--- config.mk ---
export PLATFORM = sky130hd
export DESIGN_NAME = blob_frame_gen
export DESIGN_NICKNAME = d
export VERILOG_FILES = /design/src/rtl/blob_frame_gen_pkg.sv /design/src/rtl/blob_frame_gen_hit.sv /design/src/rtl/blob_frame_gen.sv
export SDC_FILE = /design/constraint.sdc
export NUM_CORES = 1
export LEC_CHECK = 0
export BUFFER_PORTS_ARGS = -buffer_cell sky130_fd_sc_hd__clkbuf_2
export CAP_MARGIN = 20
export CORE_UTILIZATION = 48
export DETAILED_ROUTE_END_ITERATION = 8
export GPL_TIMING_DRIVEN = 0
export PLACE_DENSITY = 0.66
export SYNTH_ARGS = -nofsm -noshare
export SYNTH_HDL_FRONTEND = slang
export SYNTH_SLANG_ARGS = --single-unit
--- constraint.sdc ---
create_clock -name CLK -period 16.1 [get_ports CLK]
set_input_delay 0 -clock CLK [delete_from_list [all_inputs] [get_ports CLK]]
set_output_delay 0 -clock CLK [all_outputs]
set_load 0.005 [all_outputs]
--- src/rtl/blob_frame_gen_pkg.sv ---
// Shared types and constants for the synthetic binary-frame source.
// Latency: n/a (declarations only).
// Backpressure: n/a (declarations only).
package blob_frame_gen_pkg;

   localparam int COORD_W   = 16;
   localparam int NUM_BLOBS = 4;

   typedef logic [COORD_W-1:0] coord_t;

   typedef enum logic [1:0] {
      ST_IDLE   = 2'd0,
      ST_ACTIVE = 2'd1,
      ST_HBLANK = 2'd2,
      ST_VBLANK = 2'd3
   } state_t;

endpackage

--- src/rtl/blob_frame_gen_hit.sv ---
// Square-blob membership test for one blob at one pixel coordinate.
// Latency: purely combinational.
// Backpressure: none; result follows the inputs.
module blob_hit
   import blob_frame_gen_pkg::*;
(
   input  logic [COORD_W-1:0] h,
   input  logic [COORD_W-1:0] v,
   input  logic [COORD_W-1:0] ctr_h,
   input  logic [COORD_W-1:0] ctr_v,
   input  logic [7:0]         r,
   input  logic               en,
   output logic               hit
);

   logic signed [COORD_W:0] dh;
   logic signed [COORD_W:0] dv;
   logic        [COORD_W:0] mag_h;
   logic        [COORD_W:0] mag_v;
   logic        [COORD_W:0] r_ext;

   // Differences use one extra sign bit so coordinates near 0 or 65535 never wrap.
   always_comb begin
      dh    = $signed({1'b0, h}) - $signed({1'b0, ctr_h});
      dv    = $signed({1'b0, v}) - $signed({1'b0, ctr_v});
      mag_h = dh[COORD_W] ? $unsigned(-dh) : $unsigned(dh);
      mag_v = dv[COORD_W] ? $unsigned(-dv) : $unsigned(dv);
      r_ext = {{(COORD_W + 1 - 8){1'b0}}, r};
      hit   = en && (mag_h <= r_ext) && (mag_v <= r_ext);
   end

endmodule

--- src/rtl/blob_frame_gen.sv ---
// Synthetic VGA-like binary frame source with up to four square blobs.
// Latency: all outputs registered; mask, coordinates and strobes are coherent per cycle.
// Backpressure: none; free-running while EN is high, EN only sampled at frame boundaries.
module blob_frame_gen
   import blob_frame_gen_pkg::*;
#(
   parameter int H_ACTIVE = 640,
   parameter int H_BLANK  = 160,
   parameter int V_ACTIVE = 480,
   parameter int V_BLANK  = 800
)
(
   input  logic               CLK,
   input  logic               RST_N,
   input  logic               EN,
   input  logic [NUM_BLOBS-1:0] BLOB_EN,
   input  logic [COORD_W-1:0] BLOB_H_0,
   input  logic [COORD_W-1:0] BLOB_H_1,
   input  logic [COORD_W-1:0] BLOB_H_2,
   input  logic [COORD_W-1:0] BLOB_H_3,
   input  logic [COORD_W-1:0] BLOB_V_0,
   input  logic [COORD_W-1:0] BLOB_V_1,
   input  logic [COORD_W-1:0] BLOB_V_2,
   input  logic [COORD_W-1:0] BLOB_V_3,
   input  logic [7:0]         BLOB_R,
   output logic               VGA_HS,
   output logic               VGA_VS,
   output logic [COORD_W-1:0] H_CNT,
   output logic [COORD_W-1:0] V_CNT,
   output logic               BINARY_FLAG,
   output logic               FRAME_DONE
);

   if (H_ACTIVE < 1 || V_ACTIVE < 1 || H_BLANK < 1 || V_BLANK < 1) begin : g_bad_params
      $error("blob_frame_gen: H_ACTIVE, V_ACTIVE, H_BLANK and V_BLANK must all be >= 1");
   end

   localparam coord_t H_LAST  = coord_t'(H_ACTIVE - 1);
   localparam coord_t V_LAST  = coord_t'(V_ACTIVE - 1);
   localparam coord_t HB_LAST = coord_t'(H_BLANK - 1);
   localparam coord_t VB_LAST = coord_t'(V_BLANK - 1);
   localparam coord_t ONE     = coord_t'(1);

   state_t state;
   state_t nxt_state;
   coord_t h, v, bcnt;
   coord_t nxt_h, nxt_v, nxt_bcnt;
   logic   load;

   // Config shadow, captured when a frame's first ACTIVE cycle is entered.
   logic [NUM_BLOBS-1:0] sh_en;
   coord_t               sh_h [NUM_BLOBS];
   coord_t               sh_v [NUM_BLOBS];
   logic [7:0]           sh_r;

   coord_t               in_h [NUM_BLOBS];
   coord_t               in_v [NUM_BLOBS];
   logic [NUM_BLOBS-1:0] mk_en;
   coord_t               mk_h [NUM_BLOBS];
   coord_t               mk_v [NUM_BLOBS];
   logic [7:0]           mk_r;
   logic [NUM_BLOBS-1:0] hits;

   assign in_h[0] = BLOB_H_0;
   assign in_h[1] = BLOB_H_1;
   assign in_h[2] = BLOB_H_2;
   assign in_h[3] = BLOB_H_3;
   assign in_v[0] = BLOB_V_0;
   assign in_v[1] = BLOB_V_1;
   assign in_v[2] = BLOB_V_2;
   assign in_v[3] = BLOB_V_3;

   // Next-state and next-coordinate decode; outputs are registered from these
   // so the mask lines up with the coordinate it is computed for.
   always_comb begin
      nxt_state = state;
      nxt_h     = h;
      nxt_v     = v;
      nxt_bcnt  = bcnt;
      load      = 1'b0;
      case (state)
         ST_IDLE: begin
            if (EN) begin
               nxt_state = ST_ACTIVE;
               nxt_h     = '0;
               nxt_v     = '0;
               load      = 1'b1;
            end
         end
         ST_ACTIVE: begin
            if (h == H_LAST) begin
               nxt_state = ST_HBLANK;
               nxt_bcnt  = '0;
            end else begin
               nxt_h = h + ONE;
            end
         end
         ST_HBLANK: begin
            if (bcnt == HB_LAST) begin
               nxt_h = '0;
               if (v == V_LAST) begin
                  // Coordinates read 0 throughout vertical blanking.
                  nxt_state = ST_VBLANK;
                  nxt_v     = '0;
                  nxt_bcnt  = '0;
               end else begin
                  nxt_state = ST_ACTIVE;
                  nxt_v     = v + ONE;
               end
            end else begin
               nxt_bcnt = bcnt + ONE;
            end
         end
         ST_VBLANK: begin
            if (bcnt == VB_LAST) begin
               nxt_h = '0;
               nxt_v = '0;
               if (EN) begin
                  nxt_state = ST_ACTIVE;
                  load      = 1'b1;
               end else begin
                  nxt_state = ST_IDLE;
               end
            end else begin
               nxt_bcnt = bcnt + ONE;
            end
         end
         default: begin
            nxt_state = ST_IDLE;
            nxt_h     = '0;
            nxt_v     = '0;
            nxt_bcnt  = '0;
         end
      endcase
   end

   // Blob parameters seen by the mask: the live inputs on the cycle they are captured.
   always_comb begin
      mk_en = load ? BLOB_EN : sh_en;
      mk_r  = load ? BLOB_R  : sh_r;
      for (int i = 0; i < NUM_BLOBS; i++) begin
         mk_h[i] = load ? in_h[i] : sh_h[i];
         mk_v[i] = load ? in_v[i] : sh_v[i];
      end
   end

   for (genvar gi = 0; gi < NUM_BLOBS; gi++) begin : g_hit
      blob_hit u_hit (
         .h     (nxt_h),
         .v     (nxt_v),
         .ctr_h (mk_h[gi]),
         .ctr_v (mk_v[gi]),
         .r     (mk_r),
         .en    (mk_en[gi]),
         .hit   (hits[gi])
      );
   end

   // FSM state, counters, config shadow and all registered outputs.
   always_ff @(posedge CLK) begin
      if (!RST_N) begin
         state       <= ST_IDLE;
         h           <= '0;
         v           <= '0;
         bcnt        <= '0;
         sh_en       <= '0;
         sh_r        <= '0;
         for (int i = 0; i < NUM_BLOBS; i++) begin
            sh_h[i] <= '0;
            sh_v[i] <= '0;
         end
         VGA_HS      <= 1'b0;
         VGA_VS      <= 1'b0;
         H_CNT       <= '0;
         V_CNT       <= '0;
         BINARY_FLAG <= 1'b0;
         FRAME_DONE  <= 1'b0;
      end else begin
         state <= nxt_state;
         h     <= nxt_h;
         v     <= nxt_v;
         bcnt  <= nxt_bcnt;
         if (load) begin
            sh_en <= BLOB_EN;
            sh_r  <= BLOB_R;
            for (int i = 0; i < NUM_BLOBS; i++) begin
               sh_h[i] <= in_h[i];
               sh_v[i] <= in_v[i];
            end
         end
         VGA_HS      <= (nxt_state == ST_ACTIVE);
         VGA_VS      <= (nxt_state == ST_ACTIVE) || (nxt_state == ST_HBLANK);
         H_CNT       <= nxt_h;
         V_CNT       <= nxt_v;
         BINARY_FLAG <= (nxt_state == ST_ACTIVE) && (|hits);
         FRAME_DONE  <= (nxt_state == ST_VBLANK) && (nxt_bcnt == VB_LAST);
      end
   end

endmodule

==> key figures <==
Run status
  – Status: complete, no violations

Layout
  – Antenna Cells: 0
  – Area grow syn2layout: 18.69%
  – Reg area: 5165 um2
  – Nets: 3135
  – Multi-input logic area: 14620 um2
  – Fill count: 3912
  – Layout cells sized above 1: 10.62%

CTS
  – CTS tree: done
  – Clk Latency, worst-skew pair: 520 ps
  – CTS Sinks: 194
  – Post-CTS sizing: 0
  – CTS Buf Count: 17
  – H-Tree Level Count: 4
  – CTS clk-pin slew, worst paths: 80 ps
  – Maximum root-to-sink buffer count: 2
  – Root buffer cell: clkbuf_16
  – Postcts setup bufs: 0
  – Hold Buf Count CTS: 139

STA
  – RSZ-0062 raised after global routing: no
  – Slew Viols, Final: 0
  – Min Tclk post-route: 9389 ps
  – Sum Neg Setup Slack: 0 ps
  – Tcrit/Tclk final: 58.31%
  – Worst-Margin Slew: 1132 ps
  – Fmax: 106.5 MHz
  – Final setup fails: 0
  – Hold Vio Cnt, Final: 0
  – Slew margin rel.: 24.53%
  – Worst Skew: 13.78 ps

Power and ir drop
  – PD cells: 176.4 nW/um2
  – Cell-internal power: 2.160 mW
  – Reg power frac: 16.7%
  – Sw frac: 49.31%
  – Clk network pwr share: 10.9%
  – Power Total: 4.261 mW
  – Static Leak: 10.57 nW
  – NetSw: 2.101 mW
  – Logic pwr share: 72.4%
  – VDD IR max: 0.0001016 V

Placed design
  – DPL Wire Length: 53070 um
  – # port buffers: 178
  – GPL Wtd Cong: 0.9469

Critical path
  – Crit Path Max Fanout: 10
  – CP Launch Type: flip-flop
  – Delay-heaviest family, CP: compound AO/OA/AOI/OAI gates
  – Worst Setup End Kind: flip-flop
  – Crit-path slowest cell: a311oi_1
  – Reg2reg setup slack: 6710 ps
  – Worst path buffer plus inverter count: 3
  – CP required: 16550 ps
  – Critical path arrival: 9840 ps
  – Largest stage delay on the critical path: 800 ps
  – Critical path type: reg -> reg

Detailed routing
  – Initial drt markers: 1397
  – Drt drc: 0
  – Via density: 6.090
  – Final WL: 67600 um
  – Via Count: 20254
  – 1st-pass router iterations: 5
  – ANT nets after route: 0
  – DR WL/cell: 20.33 um

Logic synthesis
  – Main synth FF type: edfxtp_1
  – Ys async rst share: 0%
  – Synthesized instance count: 2419
  – Yosys warns: 0
  – Register area share after synthesis: 25.38%
  – Yosys reg bits: 194
  – Post-synth EDFFs: 128
  – Syn_area_per_cell: 8.413 um2
  – Mapped Nets: 2780
  – Post-Synthesis Cell Area: 20350 um2
  – Netlist cell types: 105

GRT
  – First-pass GRT wire length: 104300 um
  – Vias in the first global route: 19517
  – Initial antenna violation count: 0
  – Gr usage total: 30.96%
  – GRT Residual Overflow: 0
  – Largest net degree at the start of global routing: 56

Floorplan
  – Row count: 75
  – Die W: 207.9 um
  – Core Region: 41850 um2
  – I/O Pins: 179
  – Initial core utilization: 48.63%
  – Die height: 207.9 um
  – Die area: 43230 um2

Run
  – # Max-Cap Violations: 0

Min path
  – Hold Path Class: in -> reg
## path summary, 6_finish.rpt
path | cells past startpoint | from | end
max | 33 | bcnt[0] | BINARY_FLAG
min | 3 | RST_N | v[12]
max reg2reg | 33 | bcnt[0] | BINARY_FLAG
min reg2reg | 2 | sh_en[1] | sh_en[1]
## cell usage after synthesis (all sizes together), types with 12 or more instances
library cell / n / area [um2]
xnor2: 87 / 762.0
and2: 54 / 339.1
buf: 13 / 63.81
clkbuf: 88 / 330.3
a211oi: 29 / 227.7
edfxtp: 128 / 3844
nand3: 60 / 305.3
nand2b: 33 / 206.5
a21o: 35 / 262.8
nor3: 58 / 295.3
mux2: 12 / 135.1
a21oi: 152 / 772.0
xor2: 66 / 585.6
nor2b: 41 / 256.5
nor4: 23 / 150.1
mux2i: 140 / 1401
o31ai: 28 / 210.2
nand4: 40 / 250.2
o22ai: 19 / 118.9
nand2: 149 / 559.3
o211ai: 19 / 142.6
inv: 58 / 217.7
or2: 13 / 81.33
o21ai: 153 / 769.5
dfxtp: 66 / 1321
a211o: 14 / 123.9
ha: 210 / 2628
and3: 169 / 1059
a31oi: 30 / 187.7
nor2: 218 / 820.8
o21a: 18 / 135.1
## layout by cell type (no fill, tap or decap), types with 22 or more instances in the layout
cell type	instances
a21o_1	35
nor3_1	57
xnor2_1	87
nor2_1	217
nand4_1	40
clkbuf_1	88
nand2b_1	32
edfxtp_1	128
and3_1	168
nand3_1	59
a31oi_1	30
xor2_1	65
a211oi_1	27
nor2b_1	41
dfxtp_1	66
inv_1	57
and2_1	52
clkbuf_2	178
nor4_1	22
nand2_1	149
ha_1	210
a21oi_1	149
o31ai_1	28
mux2i_1	134
o21ai_0	145
dlygate4sd3_1	139
## power groups by stage
stage	logic, mW	registers, mW	clock network, mW
2_1_floorplan	2.28	0.721	0
3_3_place_gp	2.89	0.735	0
3_5_place_dp	3.01	0.720	0
4_1_cts	3.06	0.710	0.471
5_1_grt	3.42	0.721	0.485
6_report	3.09	0.710	0.464
## flip-flops by register name, summed over array words and instances (netlist names)
register	cells
sh_en	4
BINARY_FLAG	1
FRAME_DONE	1
sh_h	64
sh_r	8
bcnt	16
v	16
VGA_VS	1
VGA_HS	1
state	2
sh_v	64
h	16
## final cells by class
| class | instances | area share (%) |
|---|---|---|
| flip-flops and latches | 194 | 21.38 |
| plain buffers | 101 | 1.632 |
| inverters | 59 | 0.9168 |
| multi-input cells | 2065 | 60.54 |
| clock inverters | 13 | 0.5698 |
| repair buffers | 336 | 10.25 |
| clock buffers | 19 | 1.922 |
| well taps | 539 | 2.792 |
## stage by stage
stage	setup WS [ps]	util, %	cell area, um2	cells	hold WS [ps]
3_5_place_dp	6894	52.95	22160	3155	323.6
5_1_grt	6094	57.72	24160	3326	27.68
4_1_cts	6819	57.72	24160	3326	1.558
6_report	6711	57.72	24160	3326	32.65
3_3_place_gp	7005	52.37	21920	3136	307.7
2_1_floorplan	9177	-	20350	2419	158.9
## cell families (layout without fill, tap and decap cells)
group | count (synthesis) | in the layout | share of synthesized area [%]
simple gates | 925 | 925 | 23.96
compound gates | 617 | 617 | 19.77
fa+ha+maj | 218 | 218 | 13.70
flops | 194 | 194 | 25.38
buf+inv | 160 | 528 | 3.025
xor+xnor | 153 | 153 | 6.621
mux | 152 | 152 | 7.549
## per-layer routing
| layer | vias to the layer above | global-route usage [%] | share of wire, % |
|---|---|---|---|
| met2 | 573 | 53.89 | 48 |
| met4 | 0 | 10.57 | 2.7 |
| li1 | 9843 | - | - |
| met5 | - | 0 | 0 |
| met3 | 96 | 4.634 | 5.5 |
| met1 | 9742 | 38.95 | 43 |
## tightest hold or removal path: stages
cell and delay, ps:
clkbuf_2 180, inv_2 180, a21oi_1 140
Note: power is estimated with default switching activity, not from simulation.
